**src/rtl/cirno9_sram_arb_pkg.sv**
```systemverilog
// -----------------------------------------------------------------------------
// cirno9_sram_arb_pkg
// Shared types and constants for the two-master SRAM arbiter.
//   state_e     : arbiter FSM state (IDLE, RESP)
//   M_CORE/M_DBG: master indices used for owner / round-robin tracking
//   wait_cnt_w(): width of a saturating wait counter that must hold MAX_WAIT
// -----------------------------------------------------------------------------
package cirno9_sram_arb_pkg;

    typedef enum logic {
        IDLE = 1'b0,
        RESP = 1'b1
    } state_e;

    localparam logic M_CORE = 1'b0;
    localparam logic M_DBG  = 1'b1;

    function automatic int wait_cnt_w(input int max_wait);
        return (max_wait < 1) ? 1 : $clog2(max_wait + 1);
    endfunction

endpackage

```
**src/rtl/cirno9_rr_pick2.sv**
```systemverilog
// -----------------------------------------------------------------------------
// cirno9_rr_pick2
// Combinational two-way winner select for the SRAM arbiter.
//   val0_i/val1_i     : request valid of core (0) and debug (1) master
//   rr_last_i         : index of the master that won the previous grant
//   starve0_i/1_i     : wait counter of that master has reached its limit
//   halt_i            : debug halt, only the debug master may win
//   gnt_o             : some master wins this cycle
//   win_o             : index of the winning master (valid with gnt_o)
// -----------------------------------------------------------------------------
module cirno9_rr_pick2
    import cirno9_sram_arb_pkg::*;
(
    input  logic val0_i,
    input  logic val1_i,
    input  logic rr_last_i,
    input  logic starve0_i,
    input  logic starve1_i,
    input  logic halt_i,
    output logic gnt_o,
    output logic win_o
);

    always_comb begin
        gnt_o = 1'b0;
        win_o = M_CORE;
        if (halt_i) begin
            gnt_o = val1_i;
            win_o = M_DBG;
        end else if (val0_i && val1_i) begin
            gnt_o = 1'b1;
            // Starvation overrides round robin; both cannot be starving at
            // once because every contested grant clears the winner's count.
            if (starve0_i) begin
                win_o = M_CORE;
            end else if (starve1_i) begin
                win_o = M_DBG;
            end else begin
                win_o = ~rr_last_i;
            end
        end else if (val0_i) begin
            gnt_o = 1'b1;
            win_o = M_CORE;
        end else if (val1_i) begin
            gnt_o = 1'b1;
            win_o = M_DBG;
        end
    end

endmodule

```
**src/rtl/cirno9_sram_arb.sv**
```systemverilog
// -----------------------------------------------------------------------------
// cirno9_sram_arb
// Arbitrates the single-port sram32 macro between the core load/store port
// (m0) and the JTAG debug memory port (m1). Each access is a grant cycle
// (IDLE) followed by a response cycle (RESP) covering the SRAM read latency.
//
//   state | meaning
//   ------+-------------------------------------------------------------
//   IDLE  | arbitrate; on a winner drive the SRAM access this cycle
//   RESP  | SRAM data valid; pulse owner's rdy with sram_dout, no grant
//
// Ports:
//   clk, rst_n                : clock, async active-low reset
//   i_halt                    : debug halt, only m1 is granted while high
//   mX_val/adr/wen/wdat       : master request (wen==0 is a read)
//   mX_rdy/rdat               : one-cycle completion pulse and read data
//   sram_en/we/adr/din        : SRAM request side
//   sram_dout                 : SRAM read data, one cycle after sram_en
// -----------------------------------------------------------------------------
module cirno9_sram_arb
    import cirno9_sram_arb_pkg::*;
#(
    parameter int ADDR_W   = 32,
    parameter int DATA_W   = 32,
    parameter int MAX_WAIT = 4
) (
    input  logic                clk,
    input  logic                rst_n,
    input  logic                i_halt,

    input  logic                m0_val,
    output logic                m0_rdy,
    input  logic [ADDR_W-1:0]   m0_adr,
    input  logic [DATA_W/8-1:0] m0_wen,
    input  logic [DATA_W-1:0]   m0_wdat,
    output logic [DATA_W-1:0]   m0_rdat,

    input  logic                m1_val,
    output logic                m1_rdy,
    input  logic [ADDR_W-1:0]   m1_adr,
    input  logic [DATA_W/8-1:0] m1_wen,
    input  logic [DATA_W-1:0]   m1_wdat,
    output logic [DATA_W-1:0]   m1_rdat,

    output logic                sram_en,
    output logic [DATA_W/8-1:0] sram_we,
    output logic [ADDR_W-1:0]   sram_adr,
    output logic [DATA_W-1:0]   sram_din,
    input  logic [DATA_W-1:0]   sram_dout
);

    localparam int                BE_W    = DATA_W / 8;
    localparam int                CNT_W   = wait_cnt_w(MAX_WAIT);
    localparam logic [CNT_W-1:0]  CNT_MAX = CNT_W'(MAX_WAIT);

    state_e              state_q, state_d;
    logic                owner_q, owner_d;
    logic                rr_last_q, rr_last_d;
    logic [CNT_W-1:0]    wait0_q, wait0_d;
    logic [CNT_W-1:0]    wait1_q, wait1_d;
    logic [ADDR_W-1:0]   adr_q;
    logic [DATA_W-1:0]   din_q;

    logic                pick_gnt;
    logic                pick_win;
    logic                grant;
    logic                contend;
    logic [ADDR_W-1:0]   win_adr;
    logic [BE_W-1:0]     win_wen;
    logic [DATA_W-1:0]   win_wdat;

    cirno9_rr_pick2 u_pick (
        .val0_i    (m0_val),
        .val1_i    (m1_val),
        .rr_last_i (rr_last_q),
        .starve0_i (wait0_q == CNT_MAX),
        .starve1_i (wait1_q == CNT_MAX),
        .halt_i    (i_halt),
        .gnt_o     (pick_gnt),
        .win_o     (pick_win)
    );

    assign grant    = (state_q == IDLE) && pick_gnt;
    // Only a master that was a real candidate counts a loss; m0 held off by
    // halt is not losing arbitration.
    assign contend  = m0_val && m1_val && !i_halt;
    assign win_adr  = (pick_win == M_DBG) ? m1_adr  : m0_adr;
    assign win_wen  = (pick_win == M_DBG) ? m1_wen  : m0_wen;
    assign win_wdat = (pick_win == M_DBG) ? m1_wdat : m0_wdat;

    always_ff @(posedge clk or negedge rst_n) begin
        if (!rst_n) begin
            state_q   <= IDLE;
            owner_q   <= M_CORE;
            rr_last_q <= M_DBG;
            wait0_q   <= '0;
            wait1_q   <= '0;
            adr_q     <= '0;
            din_q     <= '0;
        end else begin
            state_q   <= state_d;
            owner_q   <= owner_d;
            rr_last_q <= rr_last_d;
            wait0_q   <= wait0_d;
            wait1_q   <= wait1_d;
            adr_q     <= sram_adr;
            din_q     <= sram_din;
        end
    end

    always_comb begin
        state_d   = state_q;
        owner_d   = owner_q;
        rr_last_d = rr_last_q;
        wait0_d   = wait0_q;
        wait1_d   = wait1_q;
        case (state_q)
            IDLE: begin
                if (grant) begin
                    state_d   = RESP;
                    owner_d   = pick_win;
                    rr_last_d = pick_win;
                    if (pick_win == M_CORE) begin
                        wait0_d = '0;
                        if (contend && (wait1_q != CNT_MAX)) begin
                            wait1_d = wait1_q + 1'b1;
                        end
                    end else begin
                        wait1_d = '0;
                        if (contend && (wait0_q != CNT_MAX)) begin
                            wait0_d = wait0_q + 1'b1;
                        end
                    end
                end
            end
            RESP:    state_d = IDLE;
            default: state_d = IDLE;
        endcase
    end

    always_comb begin
        sram_en  = 1'b0;
        sram_we  = '0;
        sram_adr = adr_q;
        sram_din = din_q;
        m0_rdy   = 1'b0;
        m1_rdy   = 1'b0;
        m0_rdat  = '0;
        m1_rdat  = '0;
        case (state_q)
            IDLE: begin
                if (pick_gnt) begin
                    sram_en  = 1'b1;
                    sram_we  = win_wen;
                    sram_adr = win_adr;
                    sram_din = win_wdat;
                end
            end
            RESP: begin
                if (owner_q == M_CORE) begin
                    m0_rdy  = 1'b1;
                    m0_rdat = sram_dout;
                end else begin
                    m1_rdy  = 1'b1;
                    m1_rdat = sram_dout;
                end
            end
            default: ;
        endcase
    end

endmodule

```
**config.mk**
```make
export PLATFORM = sky130hd
export DESIGN_NAME = cirno9_sram_arb
export DESIGN_NICKNAME = d
export VERILOG_FILES = /design/src/rtl/cirno9_sram_arb_pkg.sv /design/src/rtl/cirno9_rr_pick2.sv /design/src/rtl/cirno9_sram_arb.sv
export SDC_FILE = /design/constraint.sdc
export NUM_CORES = 1
export LEC_CHECK = 0
export CORE_AREA = 2 2 119 121
export DETAILED_ROUTE_END_ITERATION = 10
export DIE_AREA = 0 0 121 123
export PLACE_DENSITY = 0.77
export SLEW_MARGIN = 20
export SYNTH_ARGS = -nofsm -noshare
export SYNTH_HDL_FRONTEND = slang
export SYNTH_SLANG_ARGS = --single-unit
```
**constraint.sdc**
```tcl
create_clock -name clk -period 1.8 [get_ports clk]
set_clock_uncertainty 0.05 [all_clocks]
set_input_delay 0.18 -clock clk [delete_from_list [all_inputs] [get_ports clk]]
set_output_delay 0.18 -clock clk [all_outputs]
set_load 0.01 [all_outputs]
```
==> run_results.csv <==
group,metric,value,unit
run_status,status,"finished, violations left",
run_status,violations,"setup timing",
route,viasPerCell,5.57,
cells_and_area,nNetsFinal,1027,
global_route,grt_overflow,0,
worst_setup_path,cp-start-kind,"register",
power_and_ir_drop,leakage,4.59,nW
die,dieArea,14900,um2
die,io_pins,308,
sta,hold_ws,0.305,ns
power_and_ir_drop,finalPower,7.89,mW
cts,insertion_delay,0.34,ns
route,num_vias,5755,
cells_and_area,final_cell_area,10400,um2
worst_setup_path,path_buf_inv,5,
route,drt-total-wl,23700,um
yosys,synth_enable_flop_cells,0,
cts,htreeDepth,3,
cells_and_area,fin_util,76.8,%
sta,finalSetupTns,-40.81,ns
place,port_buffers,307,
cells_and_area,fin_cells,1034,
route,drt_iter0_drc,432,
sta,period_needed,2.40,ns
yosys,synth_area,4270,um2
worst_setup_path,crit_family,"compound AO/OA/AOI/OAI gates",
sta,rsz0062_at_grt,"true",
yosys,yosysSeqAreaShare,42.8,%
sta,tightest_slew,0.506,ns
die,die_h,123,um
place,gp_congestion,0.968,
global_route,grt_pass1_vias,6015,
sta,setup_ws,-0.595,ns
die,fp-row-count,43,
cells_and_area,layout_common_cells,"169 x clkdlybuf4s50_1, 78 x buf_4, 71 x dfrtp_1, 71 x buf_2, 68 x inv_1",
yosys,synth_fp_nets,612,
route,drc,0,
route,wire_per_inst,23.0,um
route,ant_nets,0,
yosys,syn_avg_cell_area,9.81,um2
worst_setup_path,max_stage_delay,0.36,ns
place,place_ws,-0.973,ns
worst_setup_path,path_cells,"inv_2 -> ha_4 -> buf_6 -> a21boi_4 -> a21oi_4 -> buf_12 -> buf_16 -> a221o_1 -> buf_2",
cells_and_area,drive_gt1_share,46.8,%
worst_setup_path,end_kind,"output pin",
yosys,ys_seq_elements,73,
yosys,synthCells,435,
cts,clockBufferDepth,2,
place,placed_cells,940,
sta,fin_crit_sh,133,%
yosys,synth_ff_type,"dfrtp_1",
yosys,async_flop_share,100,%
cts,clkSinkCount,73,
global_route,antenna_found_initial,0,
cells_and_area,area_delta_synth_final,145,%
run,max_cap_viol_count,0,
global_route,grt_util_all_layers,29.7,%
die,core,13600,um2
cts,cts_tree,"done",
die,initial_core_util,31.3,%
yosys,synth_cell_type_count,38,
place,dpl.hpwl,13900,um
cells_and_area,nFillCells,847,
cts,cts_buffers,9,
yosys,ys.warnings.count,0,
place,placed_area,8350,um2
power_and_ir_drop,p_per_area,755,nW/um2
sta,setup_viol,122,
worst_setup_path,slowest_stage,"dfrtp_1",
cts,cts_root_buffer,"clkbuf_16",
global_route,grt_max_degree,46,
min_path,min_path_type,"in2async",
worst_setup_path,worstSetupPathType,"reg2out",
worst_setup_path,cp.arrival,2.17,ns
route,drt_pass1_iterations,5,
worst_setup_path,crit_required,1.57,ns
power_and_ir_drop,irDropWorstVdd,734,uV
cells_and_area,layout_commonest_cell,"clkdlybuf4s50_1",
sta,slew_headroom,66.3,%
die,die_w,121,um
global_route,grt_first_pass_wirelength,34000,um
worst_setup_path,critPathMaxFanout,5,
cts,clk_pin_slew,0.06,ns
sta,maxSlewViolCount,0,
cells_and_area,diodes,0,
sta,fmax,417,MHz
sta,finalHoldViolCount,0,
-- area by class of cell --
| cell class | instances | area [um2] | share of cell area [%] |
|---|---|---|---|
| repair buffers | 455 | 4530 | 43.4 |
| multi-input cells | 238 | 3270 | 31.3 |
| inverters | 73 | 279 | 2.67 |
| clock inverters | 3 | 65.1 | 0.623 |
| clock buffers | 12 | 246 | 2.36 |
| well taps | 180 | 225 | 2.16 |
| flip-flops and latches | 73 | 1830 | 17.5 |
-- cells in the mapped netlist, types with 2 or more instances --
cell / count / share of area, %
a2111oi_0: 64 / 13
a21o_1: 2 / 0.35
a221o_1: 64 / 15
a22o_1: 5 / 1.0
a31oi_1: 2 / 0.29
and2_1: 33 / 4.8
and3_1: 32 / 4.7
buf_1: 6 / 0.53
buf_2: 13 / 1.5
buf_4: 2 / 0.35
clkbuf_1: 32 / 2.8
dfrtp_1: 72 / 42
ha_1: 4 / 1.2
inv_1: 73 / 6.4
nand2_1: 5 / 0.44
nand3_1: 2 / 0.23
nor2b_1: 3 / 0.44
-- what timing repair did --
item | in CTS | in global routing
endpoints found under the hold margin | 32 | 0
pin swaps | 52 | 54
resized for setup | 633 | 142
buffers inserted | 67 | 34
hold buffers | 1 | 0
cloned | 13 | 5
setup endpoints to repair | 183 | 184
-- worst register-to-register path, stage by stage, from the launching register on --
cell	delay (ns)
dfrtp_1	0.36
inv_2	0.06
ha_4	0.17
buf_6	0.12
a21boi_4	0.17
a21oi_4	0.14
buf_12	0.16
buf_16	0.13
a221o_1	0.36
buf_4	0.16
-- power by group --
group	total (mW)	internal [mW]	leakage, nW	switching (mW)
Sequential	2.08	1.95	0.903	0.124
Clock	1.94	1.24	0.153	0.700
Combinational	3.87	2.12	3.53	1.75
Total	7.89	5.31	4.59	2.57
-- kinds of logic (layout without fill, tap and decap cells) --
group / count (synthesis) / count (layout) / share of synthesized area (%)
adder cells (fa/ha/maj): 4 / 4 / 1.17
AND/OR/NAND/NOR: 83 / 85 / 12.1
AO/OA/AOI/OAI: 149 / 149 / 32.2
flip-flops: 73 / 73 / 42.8
buffers and inverters: 126 / 543 / 11.6
-- state kept, by name (all words and copies together), names as in the netlist --
name and flops:
owner_q 1, wait1_q 3, state_q 1, din_q 32, adr_q 32, wait0_q 3, rr_last_q 1
-- worst paths after layout --
path	startpoint	end	slack (ns)	cells past startpoint
max in group asynchronous	rst_n	din_q[8]	0.78	3
min in group clk	m0_wdat[12]	din_q[12]	0.44	2
worst min register to register	adr_q[17]	adr_q[17]	0.47	1
worst max-delay path	wait0_q[0]	sram_din[31]	-0.60	9
worst max register to register	wait0_q[0]	din_q[31]	-0.17	9
worst min-delay path	rst_n	din_q[20]	0.31	2
-- routing by layer --
layer	GRT usage [%]	wire, um
met5	0	0
met4	9.74	749
met3	6.46	1550
met2	52.2	12200
met1	36.1	9230
Note: power is estimated with default switching activity, not from simulation.
